===== src/rtl/spectrum_peak_finder.sv =====
// spectrum_peak_finder: single-pass top-K peak search over one magnitude frame.
// Define SPF_LOCAL_MAX_EN to restrict candidates to local maxima.
module spectrum_peak_finder #(
  parameter int DATA_W    = 16,
  parameter int ADDR_W    = 8,
  parameter int NUM_PEAKS = 3,
  parameter int SKIP_BINS = 2
) (
  input  logic                          clk,
  input  logic                          rst,
  input  logic                          start,
  input  logic [DATA_W-1:0]             thresh,
  input  logic [DATA_W-1:0]             mag_data,
  input  logic                          mag_valid,
  output logic                          busy,
  output logic                          done,
  output logic [NUM_PEAKS*ADDR_W-1:0]   peak_bin,
  output logic [NUM_PEAKS*DATA_W-1:0]   peak_mag,
  output logic [3:0]                    peak_cnt,
  output logic [DATA_W-1:0]             mean_mag
);

  localparam int ACC_W = DATA_W + ADDR_W;
  localparam logic [ADDR_W-1:0] SKIP =
    ADDR_W'(SKIP_BINS);
`ifdef SPF_LOCAL_MAX_EN
  localparam logic FLUSH_LAST = 1'b1;
`else
  localparam logic FLUSH_LAST = 1'b0;
`endif

  typedef enum logic [1:0] {
    IDLE,
    CAPTURE,
    FLUSH,
    DONE
  } state_t;

  state_t state_q, state_d;

  logic [ADDR_W-1:0] bin_cnt;
  logic [ACC_W-1:0]  acc;
  logic [DATA_W-1:0] thr_q;
  logic              fcnt;

  logic              cand_v;
  logic [DATA_W-1:0] cand_mag;
  logic [ADDR_W-1:0] cand_bin;

`ifdef SPF_LOCAL_MAX_EN
  logic              cur_v;
  logic [DATA_W-1:0] cur_mag;
  logic [ADDR_W-1:0] cur_bin;
  logic [DATA_W-1:0] prv_mag;
`endif

  logic [DATA_W-1:0]    s_mag   [NUM_PEAKS];
  logic [ADDR_W-1:0]    s_bin   [NUM_PEAKS];
  logic [NUM_PEAKS-1:0] s_ok;
  logic [DATA_W-1:0]    s_mag_d [NUM_PEAKS];
  logic [ADDR_W-1:0]    s_bin_d [NUM_PEAKS];
  logic [NUM_PEAKS-1:0] s_ok_d;
  logic [NUM_PEAKS-1:0] gt;
  logic [3:0]           cnt_d;

  logic beat;
  logic last_beat;
  logic flush_end;

  assign beat      = (state_q == CAPTURE)
                   && mag_valid;
  assign last_beat = beat && (bin_cnt == '1);
  assign flush_end = (state_q == FLUSH)
                   && (fcnt == FLUSH_LAST);

  assign busy = (state_q == CAPTURE)
             || (state_q == FLUSH);
  assign done = (state_q == DONE);

  always_ff @(posedge clk or posedge rst) begin
    if (rst) state_q <= IDLE;
    else     state_q <= state_d;
  end

  always_comb begin
    state_d = state_q;
    if (start) begin
      state_d = CAPTURE;
    end else begin
      unique case (state_q)
        IDLE:    state_d = IDLE;
        CAPTURE: if (last_beat) state_d = FLUSH;
        FLUSH:   if (flush_end) state_d = DONE;
        DONE:    state_d = IDLE;
        default: state_d = IDLE;
      endcase
    end
  end

  // Slots stay sorted, so gt[] is a thermometer code.
  always_comb begin
    gt      = '0;
    s_mag_d = s_mag;
    s_bin_d = s_bin;
    s_ok_d  = s_ok;
    cnt_d   = '0;
    for (int k = 0; k < NUM_PEAKS; k++)
      gt[k] = cand_v && (cand_mag > s_mag[k]);
    if (gt[0]) begin
      s_mag_d[0] = cand_mag;
      s_bin_d[0] = cand_bin;
      s_ok_d[0]  = 1'b1;
    end
    for (int k = 1; k < NUM_PEAKS; k++) begin
      if (gt[k-1]) begin
        s_mag_d[k] = s_mag[k-1];
        s_bin_d[k] = s_bin[k-1];
        s_ok_d[k]  = s_ok[k-1];
      end else if (gt[k]) begin
        s_mag_d[k] = cand_mag;
        s_bin_d[k] = cand_bin;
        s_ok_d[k]  = 1'b1;
      end
    end
    for (int k = 0; k < NUM_PEAKS; k++)
      cnt_d = cnt_d + 4'(s_ok_d[k]);
  end

  always_ff @(posedge clk or posedge rst) begin
    if (rst) begin
      bin_cnt  <= '0;
      acc      <= '0;
      thr_q    <= '0;
      fcnt     <= 1'b0;
      cand_v   <= 1'b0;
      cand_mag <= '0;
      cand_bin <= '0;
`ifdef SPF_LOCAL_MAX_EN
      cur_v    <= 1'b0;
      cur_mag  <= '0;
      cur_bin  <= '0;
      prv_mag  <= '0;
`endif
      s_ok     <= '0;
      for (int k = 0; k < NUM_PEAKS; k++) begin
        s_mag[k] <= '0;
        s_bin[k] <= '0;
      end
      peak_bin <= '0;
      peak_mag <= '0;
      peak_cnt <= '0;
      mean_mag <= '0;
    end else if (start) begin
      bin_cnt  <= '0;
      acc      <= '0;
      thr_q    <= thresh;
      fcnt     <= 1'b0;
      cand_v   <= 1'b0;
      cand_mag <= '0;
      cand_bin <= '0;
`ifdef SPF_LOCAL_MAX_EN
      cur_v    <= 1'b0;
      cur_mag  <= '0;
      cur_bin  <= '0;
      prv_mag  <= '0;
`endif
      s_ok     <= '0;
      for (int k = 0; k < NUM_PEAKS; k++) begin
        s_mag[k] <= '0;
        s_bin[k] <= '0;
      end
    end else begin
      if (beat) begin
        bin_cnt <= bin_cnt + 1'b1;
        acc     <= acc + ACC_W'(mag_data);
      end
      if (state_q == FLUSH) fcnt <= fcnt + 1'b1;
      else                  fcnt <= 1'b0;
`ifdef SPF_LOCAL_MAX_EN
      // Judge the held bin once its right neighbour is known.
      if (beat) begin
        cand_v   <= cur_v
                 && (cur_bin >= SKIP)
                 && (cur_mag > thr_q)
                 && (cur_mag > prv_mag)
                 && (cur_mag >= mag_data);
        cand_mag <= cur_mag;
        cand_bin <= cur_bin;
        prv_mag  <= cur_mag;
        cur_mag  <= mag_data;
        cur_bin  <= bin_cnt;
        cur_v    <= 1'b1;
      end else if ((state_q == FLUSH) && cur_v) begin
        cand_v   <= (cur_bin >= SKIP)
                 && (cur_mag > thr_q)
                 && (cur_mag > prv_mag);
        cand_mag <= cur_mag;
        cand_bin <= cur_bin;
        cur_v    <= 1'b0;
      end else begin
        cand_v   <= 1'b0;
      end
`else
      cand_v   <= beat
               && (bin_cnt >= SKIP)
               && (mag_data > thr_q);
      cand_mag <= mag_data;
      cand_bin <= bin_cnt;
`endif
      s_ok <= s_ok_d;
      for (int k = 0; k < NUM_PEAKS; k++) begin
        s_mag[k] <= s_mag_d[k];
        s_bin[k] <= s_bin_d[k];
      end
      if (flush_end) begin
        for (int k = 0; k < NUM_PEAKS; k++) begin
          peak_bin[k*ADDR_W +: ADDR_W] <= s_bin_d[k];
          peak_mag[k*DATA_W +: DATA_W] <= s_mag_d[k];
        end
        peak_cnt <= cnt_d;
        mean_mag <= acc[ACC_W-1:ADDR_W];
      end
    end
  end

endmodule

===== config.mk =====
export PLATFORM = sky130hd
export DESIGN_NAME = spectrum_peak_finder
export DESIGN_NICKNAME = d
export VERILOG_FILES = /design/src/rtl/spectrum_peak_finder.sv
export SDC_FILE = /design/constraint.sdc
export NUM_CORES = 1
export LEC_CHECK = 0
export ABC_AREA = 0
export CORE_MARGIN = 10
export CORE_UTILIZATION = 50
export CTS_BUF_LIST = sky130_fd_sc_hd__clkbuf_8
export DETAILED_ROUTE_END_ITERATION = 12
export GPL_ROUTABILITY_DRIVEN = 1
export GPL_TIMING_DRIVEN = 0
export PLACE_DENSITY = 0.76
export SLEW_MARGIN = 20
export SYNTH_ARGS = -nofsm -noshare
export SYNTH_HDL_FRONTEND = slang
export SYNTH_SLANG_ARGS = --single-unit

===== constraint.sdc =====
create_clock -name clk -period 11.7 [get_ports clk]
set_input_delay 3.51 -clock clk [delete_from_list [all_inputs] [get_ports clk]]
set_output_delay 3.51 -clock clk [all_outputs]
set_load 0.01 [all_outputs]

==> run_results.csv, run 1 <==
group,metric,value,unit
power,totalPowerFinal,1.89,mW
clock_network,tritoncts,"done",
clock_network,clock-sinks,241,
timing,final.min_clock_period,5.84,ns
placement,place.detailed.instances,1716,
clock_network,clock_input_transition_at_the_sequential_cells_of_the_worst_setup_and_hold_paths,0.06,ns
synth,synth_ff_type,"dfrtp_1",
final_layout,layoutNonFillerInstCount,1786,
global_route,global_route.usage.total,21.7,%
routing,post_drt_antenna_nets,0,
power,power_frac_comb,12.5,%
timing,fin_skew,0.0195,ns
synth,synth_cell_type_count,53,
worst_hold_path,hold_path.startpoint,"peak_bin[3]",
clock_network,cts.repair_timing.setup_buffer_count,0,
die,core-area,23500,um2
worst_setup_path,path_max_fanout,4,
timing,worst_margin_slew,0.740,ns
worst_setup_path,timing.critical_path.arrival,6.27,ns
placement,place.port_buffers,127,
final_layout,final_cell_mix,"dfrtp_1, nand2_1, nor2_1, clkdlybuf4s50_1, ha_1",
synth,async_flop_share,100,%
worst_setup_path,path_class,"primary input to flop",
routing,drt_iter0_drc,755,
timing,totalNegativeSetupSlack,0,ns
clock_network,clock_tree.buffer_depth,3,
final_layout,area.growth.synth_to_final,21.6,%
timing,final.period_utilization,49.9,%
worst_setup_path,cp_slowest_cell,"o21ai_0",
global_route,maximum_number_of_pins_on_one_net_before_global_route_repair,103,
worst_setup_path,crit_path_max_incr_delay,0.55,ns
clock_network,cts_resized,0,
power,vdd.ir_drop.worst,0.0873,mV
global_route,antenna_found_initial,0,
outcome,outcome,"completed",
worst_setup_path,worst_ep_required_time,12.12,ns
final_layout,diodes,0,
synth,cells_after_synthesis,1267,
timing,final.setup.worst_slack,5.86,ns
power,power.density,130,nW/um2
power,power.share.switching,26.9,%
clock_network,cts_made_buffers,41,
final_layout,layout-drive-gt1-share,6.34,%
final_layout,layout_commonest_cell,"dfrtp_1",
worst_hold_path,hold_class,"flop to flop",
worst_setup_path,setup.worst_path.start_class,"primary input",
routing,first_pass_iters,5,
power,intPower,1.38,mW
worst_setup_path,critical_path_buf_inv_count,1,
worst_setup_path,r2r-end,"peak_cnt[0]",
synth,synth_seq_area_share,50.5,%
power,sequentialPowerShare,46.4,%
routing,route.final.wire_length,33300,um
clock_network,cts.hold.buffers_added,0,
worst_setup_path,end_kind,"flop",
timing,finalSetupViolCount,0,
die,die_h,175,um
job,timing.max_cap.violations,0,
synth,synth_warnings,0,
clock_network,cts_htree_levels,2,
die,ioPinCount,130,
synth,postSynthRegisterBits,241,
global_route,number_of_global_route_vias_before_repair,10196,
global_route,globalRouteOverflowTotal,0,
routing,drt_drc_violations_left,0,
die,initial_core_util,50.9,%
power,clock_power_share,41.1,%
placement,gpl.final_weighted_congestion,0.927,
final_layout,design.final.nets,1564,
worst_setup_path,r2r.worst_path.cells,12,
die,fp.dieArea,30500,um2
die,die_w,175,um
power,sw_pwr,509,uW
synth,postSynthAreaPerCell,9.42,um2
timing,fmaxAchievable,171,MHz
clock_network,root_buffer,"clkbuf_8",
clock_network,insertion_delay,0.55,ns
timing,fin_hold_ws,0.478,ns
routing,via_count,9858,
power,power.leakage,6.63,nW
worst_setup_path,r2r_slack,7.55,ns
die,placementRows,56,
routing,routed_len_inst,18.7,um
timing,rsz0062_at_grt,"false",
placement,dp_worst_setup_slack,5.34,ns
timing,relSlewSlack,50.2,%
timing,slew_violations,0,
worst_hold_path,min_delay_path_depth,2,
worst_setup_path,worst_reg2reg_path_startpoint,"cand_mag[15]",
global_route,global_route_wire_length_before_repair,53900,um
routing,route.detailed.vias_per_inst,5.52,
worst_setup_path,cpLargestDelayFamily,"compound AO/OA/AOI/OAI gates",
worst_setup_path,crit_chain,"clkdlybuf4s50_1, ha_1, a21o_1, nand4_1, nand3_1, a41oi_1, o21ai_0, nor3b_1, mux2_2",
timing,timing_hold_violations_final,0,
synth,mappedNetlistArea,11900,um2
placement,hpwl,24600,um
worst_hold_path,hold_path_sink,"peak_bin[3]",
synth,synth_edf_count,0,
## stage by stage
| step | utilization [%] | instance area, um2 |
|---|---|---|
| 2_1_floorplan | - | 11900 |
| 3_3_place_gp | 58.0 | 13600 |
| 3_5_place_dp | 58.3 | 13700 |
| 4_1_cts | 61.8 | 14500 |
| 5_1_grt | 61.8 | 14500 |
| 6_report | 61.8 | 14500 |
## cells in the mapped netlist, types with 3 or more instances
cell         n  area share (%)
a211oi_1    24             1.5
a21o_1      11            0.69
a21oi_1     68             2.9
a22o_1      17             1.2
a41oi_1      3            0.22
and3_1      11            0.58
buf_2       10            0.42
buf_4        6            0.38
clkbuf_1    50             1.6
dfrtp_1    241              51
ha_1        86             9.0
inv_1       76             2.4
mux2_2       5            0.47
mux2i_1     24             2.0
nand2_1    223             7.0
nand2b_1     3            0.16
nand3_1     11            0.46
nand4_1     19             1.0
nor2_1     128             4.0
nor2b_1     29             1.5
nor3_1      32             1.3
nor4_1       5            0.26
o211ai_1     3            0.19
o21a_1       3            0.19
o21ai_0     71             3.0
o21ai_1     21            0.88
o2bb2ai_1    9            0.66
o31ai_1     24             1.5
or3_1        4            0.21
xnor2_1     14             1.0
xor2_1       8            0.59
## layout make-up
cell class                 count  area (um2)
buffer                        68         290
inverter                      76         293
clock buffer                  54         743
multi-input combinational    883        5330
sequential                   241        6030
fill                        1985        8960
timing repair buffer         129        1330
tap                          319         399
clock inverter                16         100
## how the worst max path moves through the flow
stage	from	end	slack, ns	cells after the start
global route	mag_data[1]	acc[23]	5.70	9
global placement	rst	peak_mag[6]	-1.41	2
finish	mag_data[1]	acc[23]	5.86	9
floorplan	rst	acc[0]	1.57	1
detailed placement	mag_data[1]	acc[23]	5.34	9
CTS	mag_data[1]	acc[23]	5.91	9
## routing by layer
layer | part of all wire (%) | vias to the layer above | wire, um | GRT usage, %
li1 | - | 4669 | - | -
met1 | 42 | 4668 | 13900 | 27.6
met2 | 46 | 408 | 15400 | 34.6
met3 | 7.8 | 113 | 2590 | 5.44
met4 | 4.3 | 0 | 1440 | 9.40
met5 | 0 | - | 0 | 0
## worst min-delay path: cells and delay by family, from the launching register on
family	cells	cell delay (ns)
DFF	1	0.34
AOI/OAI and AO/OA	1	0.06
and+or+nand+nor	1	0.05
## registers in the layout (all words and copies together) (netlist names)
| register | count |
|---|---|
| state_q | 2 |
| acc | 24 |
| s_mag | 48 |
| cand_bin | 8 |
| s_ok | 3 |
| cand_v | 1 |
| peak_mag | 48 |
| mean_mag | 16 |
| thr_q | 16 |
| fcnt | 1 |
| peak_cnt | 2 |
| cand_mag | 16 |
| peak_bin | 24 |
| s_bin | 24 |
| bin_cnt | 8 |
## power groups by stage
stage / registers [mW] / clock network, mW / logic (mW)
floorplan: 0.885 / 0 / 0.164
global placement: 0.892 / 0 / 0.224
detailed placement: 0.891 / 0 / 0.233
CTS: 0.877 / 0.789 / 0.235
global route: 0.880 / 0.828 / 0.266
finish: 0.878 / 0.778 / 0.236
## logic make-up (layout without fill, tap and decap cells)
kind of cell | after synthesis | after routing | synth area share [%]
other cells | 1 | 2 | 0.0314
buf+inv | 144 | 343 | 4.82
compound gates | 272 | 272 | 14.3
fa+ha+maj | 88 | 88 | 9.35
mux | 29 | 29 | 2.48
simple gates | 470 | 470 | 16.9
xor+xnor | 22 | 22 | 1.61
flops | 241 | 241 | 50.5
(Power assumes the default switching activity.)
==> inputs of run 2 (changes only) <==
==> constraint.sdc (replaced) <==
create_clock -name clk -period 5.95 [get_ports clk]
set_input_delay 1.785 -clock clk [delete_from_list [all_inputs] [get_ports clk]]
set_output_delay 1.785 -clock clk [all_outputs]
set_load 0.01 [all_outputs]
==> run_results.csv, run 2 (same netlist as run 1, synthesis figures left out) <==
group,metric,value,unit
final_layout,layout_commonest_cell,"dfrtp_1",
routing,route.final.wire_length,33300,um
clock_network,tritoncts,"done",
global_route,number_of_global_route_vias_before_repair,10061,
power,power.leakage,6.67,nW
job,timing.max_cap.violations,0,
worst_setup_path,worst_ep_required_time,6.35,ns
timing,totalNegativeSetupSlack,0,ns
clock_network,insertion_delay,0.56,ns
routing,first_pass_iters,5,
clock_network,cts.hold.buffers_added,0,
power,power.share.switching,27.5,%
power,totalPowerFinal,3.71,mW
placement,place.port_buffers,127,
timing,worst_margin_slew,0.805,ns
power,vdd.ir_drop.worst,0.150,mV
clock_network,root_buffer,"clkbuf_8",
die,placementRows,56,
clock_network,clock_input_transition_at_the_sequential_cells_of_the_worst_setup_and_hold_paths,0.06,ns
timing,finalSetupViolCount,0,
die,die_w,175,um
timing,final.min_clock_period,4.18,ns
timing,fin_skew,0.0183,ns
clock_network,cts_made_buffers,41,
worst_setup_path,end_kind,"flop",
power,power_frac_comb,12.7,%
timing,final.period_utilization,70.2,%
die,core-area,23500,um2
timing,slew_violations,0,
routing,via_count,9898,
power,sequentialPowerShare,46.5,%
placement,hpwl,25300,um
worst_setup_path,setup.worst_path.start_class,"flop",
global_route,global_route.usage.total,21.8,%
global_route,antenna_found_initial,0,
outcome,outcome,"completed",
routing,route.detailed.vias_per_inst,5.52,
routing,drt_drc_violations_left,0,
placement,dp_worst_setup_slack,1.31,ns
final_layout,reg_top3,"peak_mag x48, s_mag x48",
timing,timing_hold_violations_final,0,
final_layout,fin_area,14600,um2
final_layout,layoutNonFillerInstCount,1794,
power,power.density,254,nW/um2
timing,relSlewSlack,45.8,%
placement,gpl.final_weighted_congestion,0.952,
power,sw_pwr,1.02,mW
final_layout,final_cell_mix,"dfrtp_1, nand2_1, nor2_1, clkdlybuf4s50_1, ha_1",
final_layout,design.final.nets,1569,
clock_network,cts.repair_timing.setup_buffer_count,0,
worst_setup_path,timing.critical_path.arrival,4.58,ns
timing,fin_hold_ws,0.476,ns
clock_network,clock_tree.buffer_depth,3,
worst_setup_path,path_class,"flop to flop",
power,intPower,2.69,mW
worst_setup_path,path_max_fanout,10,
worst_hold_path,hold_class,"flop to flop",
timing,rsz0062_at_grt,"false",
placement,place.detailed.instances,1721,
global_route,globalRouteOverflowTotal,0,
placement,placed_cell_area,13800,um2
final_layout,area.growth.synth_to_final,22.2,%
die,die_h,175,um
routing,post_drt_antenna_nets,0,
die,initial_core_util,50.9,%
die,fp.dieArea,30500,um2
global_route,global_route_wire_length_before_repair,53900,um
timing,fmaxAchievable,239,MHz
die,ioPinCount,130,
clock_network,cts_htree_levels,2,
final_layout,diodes,0,
global_route,maximum_number_of_pins_on_one_net_before_global_route_repair,35,
final_layout,layout-drive-gt1-share,6.78,%
routing,drt_iter0_drc,725,
timing,final.setup.worst_slack,1.77,ns
clock_network,clock-sinks,241,
power,clock_power_share,40.8,%
final_layout,finish.utilization,62.1,%
routing,routed_len_inst,18.5,um
clock_network,cts_resized,0,
## run 2: changes by cell type in the layout (fill, tap and decap cells not counted)
cell	before	now
clkinv_2	8	11
inv_6	0	1
inv_8	1	0
bufinv_16	1	0
inv_1	81	82
buf_12	0	7
buf_16	2	0
## run 2: layer usage
metal	share of wire [%]	up-vias	track usage (%)
met3	7.3	85	5.66
met1	43	4788	27.6
li1	-	4684	-
met5	0	-	0
met2	47	341	35.5
met4	3.0	0	7.45
## run 2: final timing paths
check                      cells after the start         start     endpoint  slack (ns)
min in group asynchronous                      2           rst    thr_q[14]        1.66
setup / recovery                              12  cand_mag[15]  peak_cnt[0]        1.77
hold reg to reg                                2   peak_bin[3]  peak_bin[3]        0.48
hold / removal                                 2   peak_bin[3]  peak_bin[3]        0.48
setup reg to reg                              12  cand_mag[15]  peak_cnt[0]        1.77
max in group asynchronous                      5           rst  peak_mag[3]        3.22
## run 2: critical path: stages (launching register included)
cell      delay [ns]
dfrtp_1         0.47
ha_1            0.35
nand4_1         0.12
nor3_1          0.56
nand4_1         0.21
o21ai_0         0.30
a41o_1          0.16
clkbuf_1        0.45
clkbuf_1        0.44
nor2_1          0.12
a21o_1          0.19
fa_1            0.56
o21ai_0         0.11
## run 2: power by group through the flow
stage	clock, mW	sequential, mW	combinational [mW]
after floorplan	0	1.74	0.323
after global placement	0	1.75	0.440
after detailed placement	0	1.75	0.464
after CTS	1.53	1.72	0.467
after global routing	1.60	1.73	0.528
final	1.51	1.73	0.471
## run 2: layout make-up
cell class,instances,area [um2]
repair buffers,134,1410
inverters,76,289
clock inverters,19,90.1
well taps,319,399
plain buffers,68,290
clock buffers,54,743
multi-input cells,883,5330
flip-flops and latches,241,6030
fillers,1945,8880
